## src/rtl/nw_fill_ctrl.sv

```systemverilog
// Needleman-Wunsch matrix-fill sequencer: walks cells row-major, feeds Max, stores traceback symbols.
// Optional watchdog on the Max handshake is enabled by defining NW_WATCHDOG_EN.
module nw_fill_ctrl #(
  parameter int N        = 8,
  parameter int W        = 9,
  parameter int MATCH    = 1,
  parameter int MISMATCH = -1,
  parameter int GAP      = -2
`ifdef NW_WATCHDOG_EN
  , parameter int WD_MAX = 15
`endif
) (
  input  logic                                    clk,
  input  logic                                    rst,
  input  logic                                    start,
  output logic                                    busy,
  output logic                                    done,
  output logic                                    err,
  output logic [((N > 1) ? $clog2(N) : 1)-1:0]    addr_a,
  output logic [((N > 1) ? $clog2(N) : 1)-1:0]    addr_b,
  input  logic [1:0]                              char_a,
  input  logic [1:0]                              char_b,
  output logic                                    value,
  output logic signed [W-1:0]                     diag,
  output logic signed [W-1:0]                     up,
  output logic signed [W-1:0]                     lx,
  input  logic signed [W-1:0]                     max_in,
  input  logic [2:0]                              symbol_in,
  input  logic                                    calculated,
  output logic                                    tb_we,
  output logic [((N > 1) ? $clog2(N*N) : 1)-1:0]  tb_addr,
  output logic [2:0]                              tb_sym,
  output logic signed [W-1:0]                     final_score
);

  localparam int AW = (N > 1) ? $clog2(N) : 1;
  localparam int TW = (N > 1) ? $clog2(N*N) : 1;
  localparam int JW = $clog2(N+1);

  localparam logic signed [W-1:0] MATCH_S    = W'(MATCH);
  localparam logic signed [W-1:0] MISMATCH_S = W'(MISMATCH);
  localparam logic signed [W-1:0] GAP_S      = W'(GAP);

  typedef enum logic [2:0] {
    S_IDLE, S_INIT, S_ISSUE, S_WAIT, S_STORE, S_ROWSTEP, S_DONE
  } state_t;

  // Saturating signed add: overflow shows up as a sign mismatch in the extra top bit.
  function automatic logic signed [W-1:0] sat_add(input logic signed [W-1:0] a,
                                                  input logic signed [W-1:0] b);
    logic signed [W:0] s;
    s = {a[W-1], a} + {b[W-1], b};
    if (s[W] != s[W-1])
      sat_add = s[W] ? {1'b1, {(W-1){1'b0}}} : {1'b0, {(W-1){1'b1}}};
    else
      sat_add = s[W-1:0];
  endfunction

  state_t              state_q, state_d;
  logic [AW-1:0]       ai_q, ai_d, bj_q, bj_d;
  logic [JW-1:0]       init_q, init_d;
  logic signed [W-1:0] dsrc_q, dsrc_d, left_q, left_d;
  logic signed [W-1:0] diag_q, diag_d, up_q, up_d, lx_q, lx_d;
  logic signed [W-1:0] res_q, res_d, final_q, final_d;
  logic [2:0]          sym_q, sym_d;
`ifdef NW_WATCHDOG_EN
  localparam int WDW = $clog2(WD_MAX+1);
  logic                err_q, err_d;
  logic [WDW-1:0]      wd_q, wd_d;
`endif

  logic signed [W-1:0] row_buf [N+1];
  logic [JW-1:0]       jidx, init_prev;
  logic signed [W-1:0] row_j, row0, row_entry;

  assign jidx      = JW'(bj_q) + JW'(1);
  assign init_prev = (init_q == '0) ? '0 : init_q - 1'b1;
  assign row_j     = row_buf[jidx];
  assign row0      = row_buf[0];
  // row_buf[0] holds (i-1)*GAP at row entry, so one more GAP gives the new left boundary.
  assign row_entry = sat_add(row0, GAP_S);

  always_comb begin
    state_d = state_q;
    ai_d    = ai_q;
    bj_d    = bj_q;
    init_d  = init_q;
    dsrc_d  = dsrc_q;
    left_d  = left_q;
    diag_d  = diag_q;
    up_d    = up_q;
    lx_d    = lx_q;
    res_d   = res_q;
    sym_d   = sym_q;
    final_d = final_q;
`ifdef NW_WATCHDOG_EN
    err_d   = err_q;
    wd_d    = wd_q;
`endif
    unique case (state_q)
      S_IDLE: begin
        if (start) begin
          state_d = S_INIT;
          init_d  = '0;
          ai_d    = '0;
          bj_d    = '0;
          final_d = '0;
`ifdef NW_WATCHDOG_EN
          err_d   = 1'b0;
`endif
        end
      end
      S_INIT: begin
        init_d = init_q + 1'b1;
        if (init_q == JW'(N)) begin
          state_d = S_ISSUE;
          dsrc_d  = row0;
          left_d  = row_entry;
        end
      end
      S_ISSUE: begin
        diag_d  = sat_add(dsrc_q, (char_a == char_b) ? MATCH_S : MISMATCH_S);
        up_d    = sat_add(row_j, GAP_S);
        lx_d    = sat_add(left_q, GAP_S);
        state_d = S_WAIT;
`ifdef NW_WATCHDOG_EN
        wd_d    = '0;
`endif
      end
      S_WAIT: begin
        if (calculated) begin
          res_d   = max_in;
          sym_d   = symbol_in;
          state_d = S_STORE;
        end
`ifdef NW_WATCHDOG_EN
        else if (wd_q == WDW'(WD_MAX-1)) begin
          err_d   = 1'b1;
          state_d = S_DONE;
        end else begin
          wd_d = wd_q + 1'b1;
        end
`endif
      end
      S_STORE: begin
        dsrc_d = row_j;
        left_d = res_q;
        if (bj_q == AW'(N-1)) begin
          if (ai_q == AW'(N-1)) begin
            final_d = res_q;
            state_d = S_DONE;
          end else begin
            ai_d    = ai_q + 1'b1;
            bj_d    = '0;
            state_d = S_ROWSTEP;
          end
        end else begin
          bj_d    = bj_q + 1'b1;
          state_d = S_ISSUE;
        end
      end
      S_ROWSTEP: begin
        dsrc_d  = row0;
        left_d  = row_entry;
        state_d = S_ISSUE;
      end
      S_DONE:  state_d = S_IDLE;
      default: state_d = S_IDLE;
    endcase
  end

  always_ff @(posedge clk or posedge rst) begin
    if (rst) begin
      state_q <= S_IDLE;
      ai_q    <= '0;
      bj_q    <= '0;
      init_q  <= '0;
      dsrc_q  <= '0;
      left_q  <= '0;
      diag_q  <= '0;
      up_q    <= '0;
      lx_q    <= '0;
      res_q   <= '0;
      sym_q   <= '0;
      final_q <= '0;
`ifdef NW_WATCHDOG_EN
      err_q   <= 1'b0;
      wd_q    <= '0;
`endif
    end else begin
      state_q <= state_d;
      ai_q    <= ai_d;
      bj_q    <= bj_d;
      init_q  <= init_d;
      dsrc_q  <= dsrc_d;
      left_q  <= left_d;
      diag_q  <= diag_d;
      up_q    <= up_d;
      lx_q    <= lx_d;
      res_q   <= res_d;
      sym_q   <= sym_d;
      final_q <= final_d;
`ifdef NW_WATCHDOG_EN
      err_q   <= err_d;
      wd_q    <= wd_d;
`endif
    end
  end

  // One-row score buffer: boundary row during INIT, then overwritten cell by cell.
  always_ff @(posedge clk) begin
    case (state_q)
      S_INIT: begin
        row_buf[init_q] <= (init_q == '0) ? '0 : sat_add(row_buf[init_prev], GAP_S);
        if (init_q == JW'(N)) row_buf[0] <= row_entry;
      end
      S_ROWSTEP: row_buf[0] <= row_entry;
      S_STORE:   row_buf[jidx] <= res_q;
      default: ;
    endcase
  end

`ifdef NW_WATCHDOG_EN
  assign err = err_q;
`else
  assign err = 1'b0;
`endif

  assign busy        = (state_q != S_IDLE) && (state_q != S_DONE);
  assign done        = (state_q == S_DONE);
  assign value       = (state_q == S_WAIT);
  assign tb_we       = (state_q == S_STORE);
  assign addr_a      = ai_q;
  assign addr_b      = bj_q;
  assign diag        = diag_q;
  assign up          = up_q;
  assign lx          = lx_q;
  assign tb_addr     = TW'(ai_q) * TW'(N) + TW'(bj_q);
  assign tb_sym      = sym_q;
  assign final_score = final_q;

endmodule

```

## config.mk

```make
export PLATFORM = sky130hd
export DESIGN_NAME = nw_fill_ctrl
export DESIGN_NICKNAME = d
export VERILOG_FILES = /design/src/rtl/nw_fill_ctrl.sv
export SDC_FILE = /design/constraint.sdc
export NUM_CORES = 1
export LEC_CHECK = 0
export BUFFER_PORTS_ARGS = -buffer_cell sky130_fd_sc_hd__buf_2
export CORE_MARGIN = 5
export CORE_UTILIZATION = 45
export CTS_BUF_LIST = sky130_fd_sc_hd__clkbuf_4 sky130_fd_sc_hd__clkbuf_8 sky130_fd_sc_hd__clkbuf_16
export DETAILED_ROUTE_END_ITERATION = 7
export PLACE_DENSITY_LB_ADDON = 0.3
export SLEW_MARGIN = 15
export SYNTH_ARGS = -nofsm -noshare
export SYNTH_HDL_FRONTEND = slang
export SYNTH_SLANG_ARGS = --single-unit
```

## constraint.sdc

```tcl
create_clock -name clk -period 10.5 [get_ports clk]
set_input_delay 3.15 -clock clk [delete_from_list [all_inputs] [get_ports clk]]
set_output_delay 3.15 -clock clk [all_outputs]
set_load 0.01 [all_outputs]
```

==> run summary <==
outcome -> finished, final reports clean
sequential share of the synthesized area -> 0.490
Final Critical Period -> 5.95 ns
Post-Synth XOR/XNOR Area -> 0.0308
drt wl/cell -> 20.3 um
Max-slew headroom -> 0.171
diodes inserted -> 0
routed via count -> 6990
largest net degree at the start of global routing -> 80
Comb pwr share -> 0.519
RD Place Congestion -> 0.899
Sw Pwr -> 1.73 mW
CP endpoint kind -> output port
clock sink count -> 160
H-tree depth -> 4
max cap viols -> 0
port buffer count -> 74
CP Class -> register to output port
Seq cells post-synth -> 160
I/O pin count -> 76
Routed Antenna Nets -> 0
hold endpoint -> diag[4]$_DFFE_PP0P_
final setup fails -> 0
Synth cell types -> 95
Slew Viols, Final -> 0
area of the core -> 19600 um2
Seq. cell area -> 4410 um2
fmax -> 0.168 GHz
CTS tree -> built
die area -> 22900 um2
yosys warns -> 0
die width -> 151 um
routed wire length -> 23800 um
Flop pwr share -> 0.320
CTS resizes -> 0
largest family of logic cells by synthesized area -> compound AO/OA/AOI/OAI gates
Min-Delay Startpoint -> diag[4]$_DFFE_PP0P_
Root Buffer -> clkbuf_16
number of flops mapped to enable cells by yosys -> 81
layout cells sized above 1 -> 0.212
RSZ-0062 raised after global routing -> no
1st-iter DRT viols -> 679
Final Hold Fails -> 0
Syn Nets -> 875
Adder-Cell Fraction of Synth Area -> 0.0364
Mean Syn Cell Area -> 10.8 um2
post-route clock period utilization -> 0.567
worst r2r src -> init_q[0]$_DFFE_PP0P_
Int Power -> 2.25 mW
DP HPWL -> 16700 um
dpl ws -> 4.25 ns
cell area after synthesis -> 9000 um2
Post-Synth Simple-Gate Area -> 0.146
DIE HEIGHT -> 151 um
post-placement cell count -> 1137
Tot GR Track Use -> 0.214
Cell Pwr Density -> 392 nW/um2
Worst R2R Path Depth -> 14
Post-Synthesis Cells -> 835
cts bufs inserted -> 17
vias in the first global route -> 6704
DRT Pass-1 Iters -> 5
area of the multi-input gates -> 4280 um2
hold depth -> 2
synth-to-layout area growth -> 12.8%
fin util -> 0.518
Non-Filler Instances -> 1169
mux share of post-synthesis cell area -> 0.100
Nets -> 931
Compound-Gate Fraction of Synth Area -> 0.159
filler cell count -> 1742
most frequent cells in the layout -> nand2_1, edfxtp_1, dfrtp_1, buf_2, o21ai_0
sw frac -> 0.435
number of setup buffers added after CTS -> 0
slew of the pin with the lowest slew margin -> 1.24 ns
crit path max fanout -> 32
Initial Utilization -> 0.460
Worst EP required -> 7.35 ns
CP Data Arrival Time -> 2.80 ns
Worst Setup Slack, final -> 4.55 ns
Primary FF master, synth -> edfxtp_1
Clk Latency, worst-skew pair -> 0.44 ns
commonest non-fill, non-tap cell in the layout -> nand2_1
initial antenna violation count -> 0
Clock transition at path regs -> 0.07 ns
clock skew -> 0.0194 ns
flop2flop setup slack -> 5.56 ns
row count -> 51
post-synthesis async set-or-reset flop share -> 0.494
P_leak -> 4.04 nW
first-pass GRT wire length -> 37300 um
Startpoint Class -> register
CTS Buffer Depth -> 2
grt ovf -> 0
Worst VDD drop -> 0.184 mV
sum of negative setup slack -> 0 ns
Clock Power Share -> 0.161
DR vias/cell -> 5.98
Hold-fix buffers, CTS -> 0
Hold Path Class -> register to register
DRC viols -> 0
Reg2Reg Capture Point -> row_buf[5][1]$_DFFE_PP_
Power Total -> 3.99 mW
==> power groups by stage <==
stage | clock (mW) | combinational (mW) | sequential [mW]
detailed placement | 0 | 2.05 | 1.28
finish | 0.641 | 2.07 | 1.28
CTS | 0.648 | 2.06 | 1.27
floorplan | 0 | 1.52 | 1.24
global route | 0.679 | 2.26 | 1.30
global placement | 0 | 2.02 | 1.28
==> cell type report <==
| cell class | count | share of cell area |
|---|---|---|
| Clock inverter | 14 | 0.0158 |
| Timing Repair Buffer | 87 | 0.0461 |
| Clock buffer | 18 | 0.0444 |
| Sequential cell | 160 | 0.434 |
| Inverter | 15 | 0.00567 |
| Multi-Input combinational cell | 610 | 0.421 |
| Tap cell | 265 | 0.0327 |
==> worst max-delay path by stage <==
| stage | startpoint | endpoint | cells after the start |
|---|---|---|---|
| after floorplan | char_b[0] | diag[0]$_DFFE_PP0P_ | 11 |
| after global placement | char_b[0] | diag[0]$_DFFE_PP0P_ | 12 |
| after detailed placement | char_b[1] | diag[0]$_DFFE_PP0P_ | 12 |
| after CTS | state_q[0]$_DFFE_PP0P_ | tb_we | 3 |
| after global routing | state_q[0]$_DFFE_PP0P_ | tb_we | 3 |
| final | state_q[0]$_DFFE_PP0P_ | tb_we | 3 |
==> cell usage after synthesis (16+ instances only) <==
cell type	instances	area share
nor2_1	61	0.025
mux2_2	21	0.026
mux4_2	19	0.048
mux2i_1	21	0.023
xnor2_1	17	0.017
ha_1	19	0.026
edfxtp_1	81	0.27
nand3_1	16	0.0089
nand2_1	112	0.047
dfrtp_1	79	0.22
clkbuf_1	23	0.0096
a21oi_1	47	0.026
o21ai_0	66	0.037
==> stage by stage <==
step	hold slack (ns)	instance area, um2
after CTS	0.480	10100
after global placement	0.461	9540
final	0.473	10200
after global routing	0.499	10200
after floorplan	0.474	9000
after detailed placement	0.465	9540
==> per-layer routing <==
metal | track usage | share of wire | vias up
met5 | 0 | 0 | -
met4 | 0.0721 | 0.026 | 0
met3 | 0.0601 | 0.080 | 48
met2 | 0.325 | 0.46 | 270
met1 | 0.296 | 0.43 | 3443
li1 | - | - | 3229
==> cell families after synthesis <==
kind of cell / Yosys count
buffers and inverters: 65
AND/OR/NAND/NOR: 271
other: 1
adder cells (fa/ha/maj): 27
flip-flops: 160
AO/OA/AOI/OAI: 218
multiplexers: 63
XOR/XNOR: 30
==> worst max-delay path, cell delays in order (launching register included) <==
cell	delay, ns
dfrtp_1	0.65
nand2b_1	0.89
inv_2	0.52
buf_2	0.28
==> flip-flops by register name (all words and copies together), names as in the netlist <==
| register | flops |
|---|---|
| lx | 9 |
| res_q | 9 |
| init_q | 4 |
| left_q | 9 |
| diag | 9 |
| up | 9 |
| final_score | 9 |
| addr_a | 3 |
| row_buf | 81 |
| tb_sym | 3 |
| dsrc_q | 9 |
| addr_b | 3 |
| state_q | 3 |
Note: power is estimated with default switching activity, not from simulation.
